[config.mk]
export PLATFORM = sky130hd
export DESIGN_NAME = imem_loader
export DESIGN_NICKNAME = d
export VERILOG_FILES = /design/src/rtl/imem_loader.sv
export SDC_FILE = /design/constraint.sdc
export NUM_CORES = 1
export LEC_CHECK = 0
export CAP_MARGIN = 20
export CORE_MARGIN = 4
export CORE_UTILIZATION = 55
export DETAILED_ROUTE_END_ITERATION = 10
export PLACE_DENSITY = 0.85
export SYNTH_ARGS = -nofsm -noshare
export SYNTH_HDL_FRONTEND = slang
export SYNTH_SLANG_ARGS = --single-unit
export TNS_END_PERCENT = 10
[constraint.sdc]
create_clock -name clk -period 3.6 [get_ports clk]
set_input_delay 0.72 -clock clk [delete_from_list [all_inputs] [get_ports clk]]
set_output_delay 0.72 -clock clk [all_outputs]
set_load 0.005 [all_outputs]
[src/rtl/imem_loader.sv]
// Instruction-memory loader: length-prefixed big-endian byte stream -> 32-bit word writes.
// Define IMEM_LOADER_CHKSUM_EN to require a trailing XOR checksum byte over the data bytes.
module imem_loader #(
    parameter int ADDR_W    = 10,
    parameter int MAX_WORDS = 256
) (
    input  logic              clk,
    input  logic              reset,
    input  logic              start,
    input  logic              in_valid,
    input  logic [7:0]        in_byte,
    output logic              in_ready,
    output logic              wr_en,
    output logic [ADDR_W-1:0] wr_addr,
    output logic [31:0]       wr_data,
    output logic              cpu_hold,
    output logic              done,
    output logic              error
);

`ifdef IMEM_LOADER_CHKSUM_EN
    typedef enum logic [2:0] {IDLE, LEN_HI, LEN_LO, DATA, CHK, DONE, ERR} state_t;
    localparam state_t AFTER_DATA = CHK;
    logic [7:0] xorAcc;
`else
    typedef enum logic [2:0] {IDLE, LEN_HI, LEN_LO, DATA, DONE, ERR} state_t;
    localparam state_t AFTER_DATA = DONE;
`endif

    state_t state, stateNext;

    logic [15:0]       count;
    logic [ADDR_W-2:0] wordIdx;    // one bit wider than the index so MAX_WORDS itself fits
    logic [1:0]        byteIdx;
    logic [23:0]       shiftReg;
    logic              fire;
    logic [15:0]       lenNext;
    logic              lastWord;
    logic [ADDR_W-1:0] byteAddr;

    assign fire     = in_valid && in_ready;
    assign lenNext  = {count[15:8], in_byte};
    assign lastWord = (16'(wordIdx) == count - 16'd1);
    assign byteAddr = {wordIdx[ADDR_W-3:0], 2'b00};

    always_ff @(posedge clk or posedge reset) begin
        if (reset) state <= IDLE;
        else       state <= stateNext;
    end

    always_comb begin
        stateNext = state;
        in_ready  = 1'b0;
        case (state)
            IDLE: if (start) stateNext = LEN_HI;
            LEN_HI: begin
                in_ready = 1'b1;
                if (fire) stateNext = LEN_LO;
            end
            LEN_LO: begin
                in_ready = 1'b1;
                if (fire) begin
                    if (lenNext == 16'd0)                  stateNext = AFTER_DATA;
                    else if (lenNext > 16'(MAX_WORDS))     stateNext = ERR;
                    else                                   stateNext = DATA;
                end
            end
            DATA: begin
                in_ready = 1'b1;
                if (fire && byteIdx == 2'd3 && lastWord) stateNext = AFTER_DATA;
            end
`ifdef IMEM_LOADER_CHKSUM_EN
            CHK: begin
                in_ready = 1'b1;
                if (fire) stateNext = (in_byte == xorAcc) ? DONE : ERR;
            end
`endif
            DONE, ERR: if (start) stateNext = LEN_HI;
            default: stateNext = IDLE;
        endcase
    end

    always_ff @(posedge clk or posedge reset) begin
        if (reset) begin
            count    <= '0;
            wordIdx  <= '0;
            byteIdx  <= '0;
            shiftReg <= '0;
            wr_en    <= 1'b0;
            wr_addr  <= '0;
            wr_data  <= '0;
            cpu_hold <= 1'b1;
            done     <= 1'b0;
            error    <= 1'b0;
`ifdef IMEM_LOADER_CHKSUM_EN
            xorAcc   <= '0;
`endif
        end else begin
            wr_en <= 1'b0;
            if ((state == IDLE || state == DONE || state == ERR) && start) begin
                wordIdx  <= '0;
                byteIdx  <= '0;
                done     <= 1'b0;
                error    <= 1'b0;
                cpu_hold <= 1'b1;
`ifdef IMEM_LOADER_CHKSUM_EN
                xorAcc   <= '0;
`endif
            end else begin
                case (state)
                    DONE: begin
                        done     <= 1'b1;
                        cpu_hold <= 1'b0;
                    end
                    ERR: begin
                        error    <= 1'b1;
                        cpu_hold <= 1'b1;
                    end
                    LEN_HI: if (fire) count[15:8] <= in_byte;
                    LEN_LO: if (fire) count[7:0]  <= in_byte;
                    DATA: if (fire) begin
                        byteIdx <= byteIdx + 2'd1;
`ifdef IMEM_LOADER_CHKSUM_EN
                        xorAcc  <= xorAcc ^ in_byte;
`endif
                        if (byteIdx == 2'd3) begin
                            wr_data <= {shiftReg, in_byte};
                            wr_addr <= byteAddr;
                            wr_en   <= 1'b1;
                            wordIdx <= wordIdx + 1'b1;
                        end else begin
                            shiftReg <= {shiftReg[15:0], in_byte};
                        end
                    end
                    default: ;
                endcase
            end
        end
    end

endmodule

# Word level (Yosys, flattened, before mapping)
# Index checks and enable logic that the tools add are counted.
[totals]
reg_bits = 98
in_bits = 12
output_inout_bits = 47
word_cells = 77
[op_classes]
add_sub_neg = 3
n_lt_le_gt_ge = 1
n_eq_ne = 11
muxes = 25
bitwise_logic = 2
reduce_logical = 23
[ops]
columns = ["cell", "count"]
rows = [
  ["9-bit two-way mux", 4],
  ["3-bit two-way mux", 6],
  ["9-bit by 16-bit equality test with 1-bit output", 1],
  ["16-bit by 9-bit greater-than comparator with 1-bit output (second input constant)", 1],
  ["16-bit logical NOT", 1],
  ["16-bit by 1-bit subtractor with 16-bit output (second input constant)", 1],
  ["3-bit case mux with 4 select lines", 1],
  ["4-bit AND reduction", 3],
  ["1-bit two-way mux", 10],
  ["2-bit nonzero test", 5],
  ["9-bit by 1-bit adder with 9-bit output (second input constant)", 1],
  ["3-bit AND reduction", 3],
  ["3-bit by 2-bit equality test with 1-bit output (second input constant)", 2],
  ["3-bit equality test (second input constant)", 2],
  ["2-bit two-way mux", 3],
  ["2-bit inequality test (second input constant)", 3],
  ["3-bit OR reduction", 2],
  ["1-bit logical AND", 4],
  ["3-bit by 1-bit equality test with 1-bit output (second input constant)", 1],
  ["3-bit logical NOT", 1],
  ["3-bit nonzero test", 1],
  ["2-bit by 1-bit adder with 2-bit output (second input constant)", 1],
  ["2-bit equality test (second input constant)", 1],
  ["1-bit logical OR", 2],
  ["4 further kinds", 5],
]

# Logic depth before layout (Yosys ltp)
[depth]
word_depth = 8
ltp_mapped = 9
ltp_nobuf = 9

# Worst setup path before layout
# OpenSTA, ideal clock, no wires.
[synth_path]
kind = "flip-flop to flip-flop"
startpoint = "register count[0]"
endpoint = "register state[1]"
setup_ns = 0.134
t_arrival_ns = 2.305
required_time_ns = 3.466
setup_slack_ns = 1.161
path_stages_with_launch = 10
n_path_buf = 0
synth_period_minus_slack_ns = 2.439
cell_sequence = "dfrtp_1 inv_1 ha_1 or4b_2 nor4_2 xnor2_1 o2111ai_1 nor4_2 nand3b_1 a31oi_1"
[synth_via]
elab_chain_cells = 5
[synth_rtl]
columns = ["element", "line_no", "rtl"]
rows = [
  ["start: declaration", "32", "logic [15:0] count;"],
  ["start signal: assignment", "120", "LEN_LO: if (fire) count[7:0] <= in_byte;"],
  ["16-bit by 1-bit subtractor with 16-bit output", "43", "assign lastWord = (16'(wordIdx) == count - 16'd1);"],
  ["9-bit by 16-bit equality test with 1-bit output", "43", ""],
  ["1-bit logical AND", "70", "if (fire && byteIdx == 2'd3 && lastWord) stateNext = AFTER_DATA;"],
  ["2-bit inequality test (no source line)", "-", ""],
  ["4-bit AND reduction (no source line)", "-", ""],
  ["end signal: assignment", "48", "else state <= stateNext;"],
  ["end: declaration", "30", "state_t state, stateNext;"],
]
# Every way passes these cells.
# A chain may end at the register's enable or synchronous reset.

# Final worst setup path
[layout_path]
startpoint = "register count[0]"
endpoint = "register state[2]"
# Same word-level chain as after synthesis.

==> flow_summary.toml <==
[timing]
final.period_utilization = 0.738
finClkSkew_ns = 0.0124
worst_pin_slew_ns = 0.715
rsz0062_at_grt = "no"
period_needed_ns = 2.66
setup_violations = 0
finalMaxSlewViolations = 0
hold_viol = 0
clock.fmax_mhz = 376
setup_tns_ns = 0
slew_headroom = 0.523

[logic_synthesis]
synth_commonest_cells = "nand2_1 (143), dfrtp_1 (97), mux2_2 (35)"
synth_area_leaders = "dfrtp_1 (55%), nand2_1 (12%), mux2_2 (8.9%)"
synth.distinct_cells = 51
synth_area_mm2 = 0.00441
yosysSeqAreaShare = 0.556
syn_inst = 440
synth_top_cell_by_area = "dfrtp_1"
synth-seq-cells = 98
synth_edf_count = 0
async_flop_share = 1.00
yosysWarnings = 0
synth_top_area_frac = 0.550
synth_area_per_cell_um2 = 10.0
synth_most_common_cell = "nand2_1"
synth_flop_cell = "dfrtp_1"

[placement]
gp_congestion = 0.832
io_buffers = 56
dp_hpwl_mm = 6.88
placed_area_mm2 = 0.00506

[clock_network]
post_cts_buffers = 0
clock_latency_ns = 0.36
clockBufferDepth = 2
ctsResizeCount = 0
cts.clk_slew.worst_paths_ns = 0.10
clk_root_buffer_cell = "clkbuf_8"
cts_tree = "built"
ctsHoldBuffers = 0
clock-sinks = 98
numCtsBuffers = 9
cts-htree-levels = 3

[floorplan]
io_pins = 59
initial_core_util = 0.568
die_h_um = 97.6
design.die.area_mm2 = 0.00952
num_rows = 32
fp.dieW_um = 97.6
fp.coreArea_mm2 = 0.00777

[final_layout]
fin_util = 0.679
n_antenna_cell = 0
nets = 507
area_growth_syn_to_layout_pct = 19.4
layout-drive-gt1-share = 0.139
design_area_mm2 = 0.00527

[flow_run]
maxCapViolCount = 0

[critical_path]
critPathMaxStageDelay_ns = 0.67
required_ns = 3.88
crit_top_cell = "nor4_2"
cp_slowest_cell = "or4b_2"
startpoint_type = "register"
cp-end-kind = "register"
crit_arrival_ns = 2.94
path_cells = "inv_1, ha_1, or4b_2, nor4_2, xnor2_1, o2111ai_1, nor4_2, a21oi_1, o21ai_0"
path_class = "register to register"
crit_fanout = 6

[power]
p_per_area_mw_per_mm2 = 734
vdd_ir_drop_max_v = 0.000404
power_mw = 3.87
leakage_nw = 2.47

[global_route]
antenna_found_initial = 0
grtUsageTotal = 0.215
grt_max_degree = 60
grt_pass1_vias = 3341
overflow = 0
grt_first_pass_wirelength_mm = 16.5

[worst_hold_path]
hold_path.class = "register to register"

[detailed_routing]
first_pass_iters = 5
vias = 3330
drt-initial-drc-count = 153
ant_nets = 0
routedWlPerCell_um = 16.5
wl_mm = 9.88
post_drt_via_cell_ratio = 5.56
drc = 0

[status]
outcome = "finished, final reports clean"
-- per-stage QoR --
step | worst slack (ns) | std cells | hold slack (ns)
after floorplan | 0.320 | 441 | 0.435
after global placement | 0.858 | 583 | 0.457
after detailed placement | 0.792 | 583 | 0.457
after CTS | 0.937 | 599 | 0.484
after global routing | 0.713 | 599 | 0.507
final | 0.943 | 599 | 0.481
-- critical path: cells and delay by family (launching register included) --
kind / cells / cell delay (ns)
AOI/OAI and AO/OA: 3 / 0.41
xor gates and xnor gates: 1 / 0.15
adders and majority gates: 1 / 0.25
buffers and inverters: 1 / 0.10
DFF: 1 / 0.43
and+or+nand+nor: 3 / 1.25
-- kinds of logic (layout without fill, tap and decap cells) --
group	Yosys count	after routing	synth area share
XOR/XNOR	17	17	0.0337
buffers and inverters	31	87	0.0309
adder cells (fa/ha/maj)	3	3	0.00850
flip-flops	98	98	0.556
other	1	2	0.000850
AO/OA/AOI/OAI	45	45	0.0641
AND/OR/NAND/NOR	209	209	0.215
multiplexers	36	36	0.0916
-- power by group --
group | switching [mW] | internal (mW)
Combinational | 0.544 | 0.706
Clock | 0.407 | 0.332
Sequential | 0.398 | 1.48
-- per-layer routing --
metal,up-vias,global-route usage,share of wire
li1,1576,-,-
met1,1662,0.283,0.43
met2,84,0.360,0.51
met3,8,0.0481,0.050
met4,0,0.0564,0.0095
met5,-,0,0
-- registers in the layout, indices dropped and copies added, names as in the netlist --
name	cells
done	1
error	1
cpu_hold	1
count	16
byteIdx	2
wr_data	32
shiftReg	24
wordIdx	9
state	3
wr_addr	8
wr_en	1
-- area by class of cell --
cell class              instances  area, um2
multi-input cells             312       1830
flip-flops and latches         98       2450
fillers                       583       2500
repair buffers                 62        618
clock buffers                   9        124
clock inverters                 7       82.6
inverters                       9       35.0
well taps                     102        128
-- worst paths after layout --
path,start,slack (ns),to,depth (start not counted)
worst max-delay path,count[0],0.94,state[2],9
worst min-delay path,shiftReg[21],0.48,wr_data[29],2
max in group asynchronous,reset,2.09,wordIdx[4],3
worst max register to register,count[0],0.94,state[2],9
min in group asynchronous,reset,0.77,wr_data[13],2
worst min register to register,shiftReg[21],0.48,wr_data[29],2
-- cell usage in the layout (no fill, tap or decap), types with 3 or more instances in the layout --
cell	netlist	layout
a21oi_1	5	5
a31oi_1	3	3
and3_1	3	3
buf_4	2	5
clkbuf_8	0	9
clkdlybuf4s50_1	0	56
dfrtp_1	97	97
ha_1	3	3
inv_1	8	7
mux2_2	35	35
nand2_1	143	143
nand3_1	5	5
nand4_1	4	4
nor2_1	20	19
nor2b_1	3	3
nor3_1	4	4
nor4_1	5	5
nor4_2	3	3
o21ai_0	22	22
or3_1	4	4
xnor2_1	6	6
xor2_1	11	11
(Power assumes the default switching activity.)
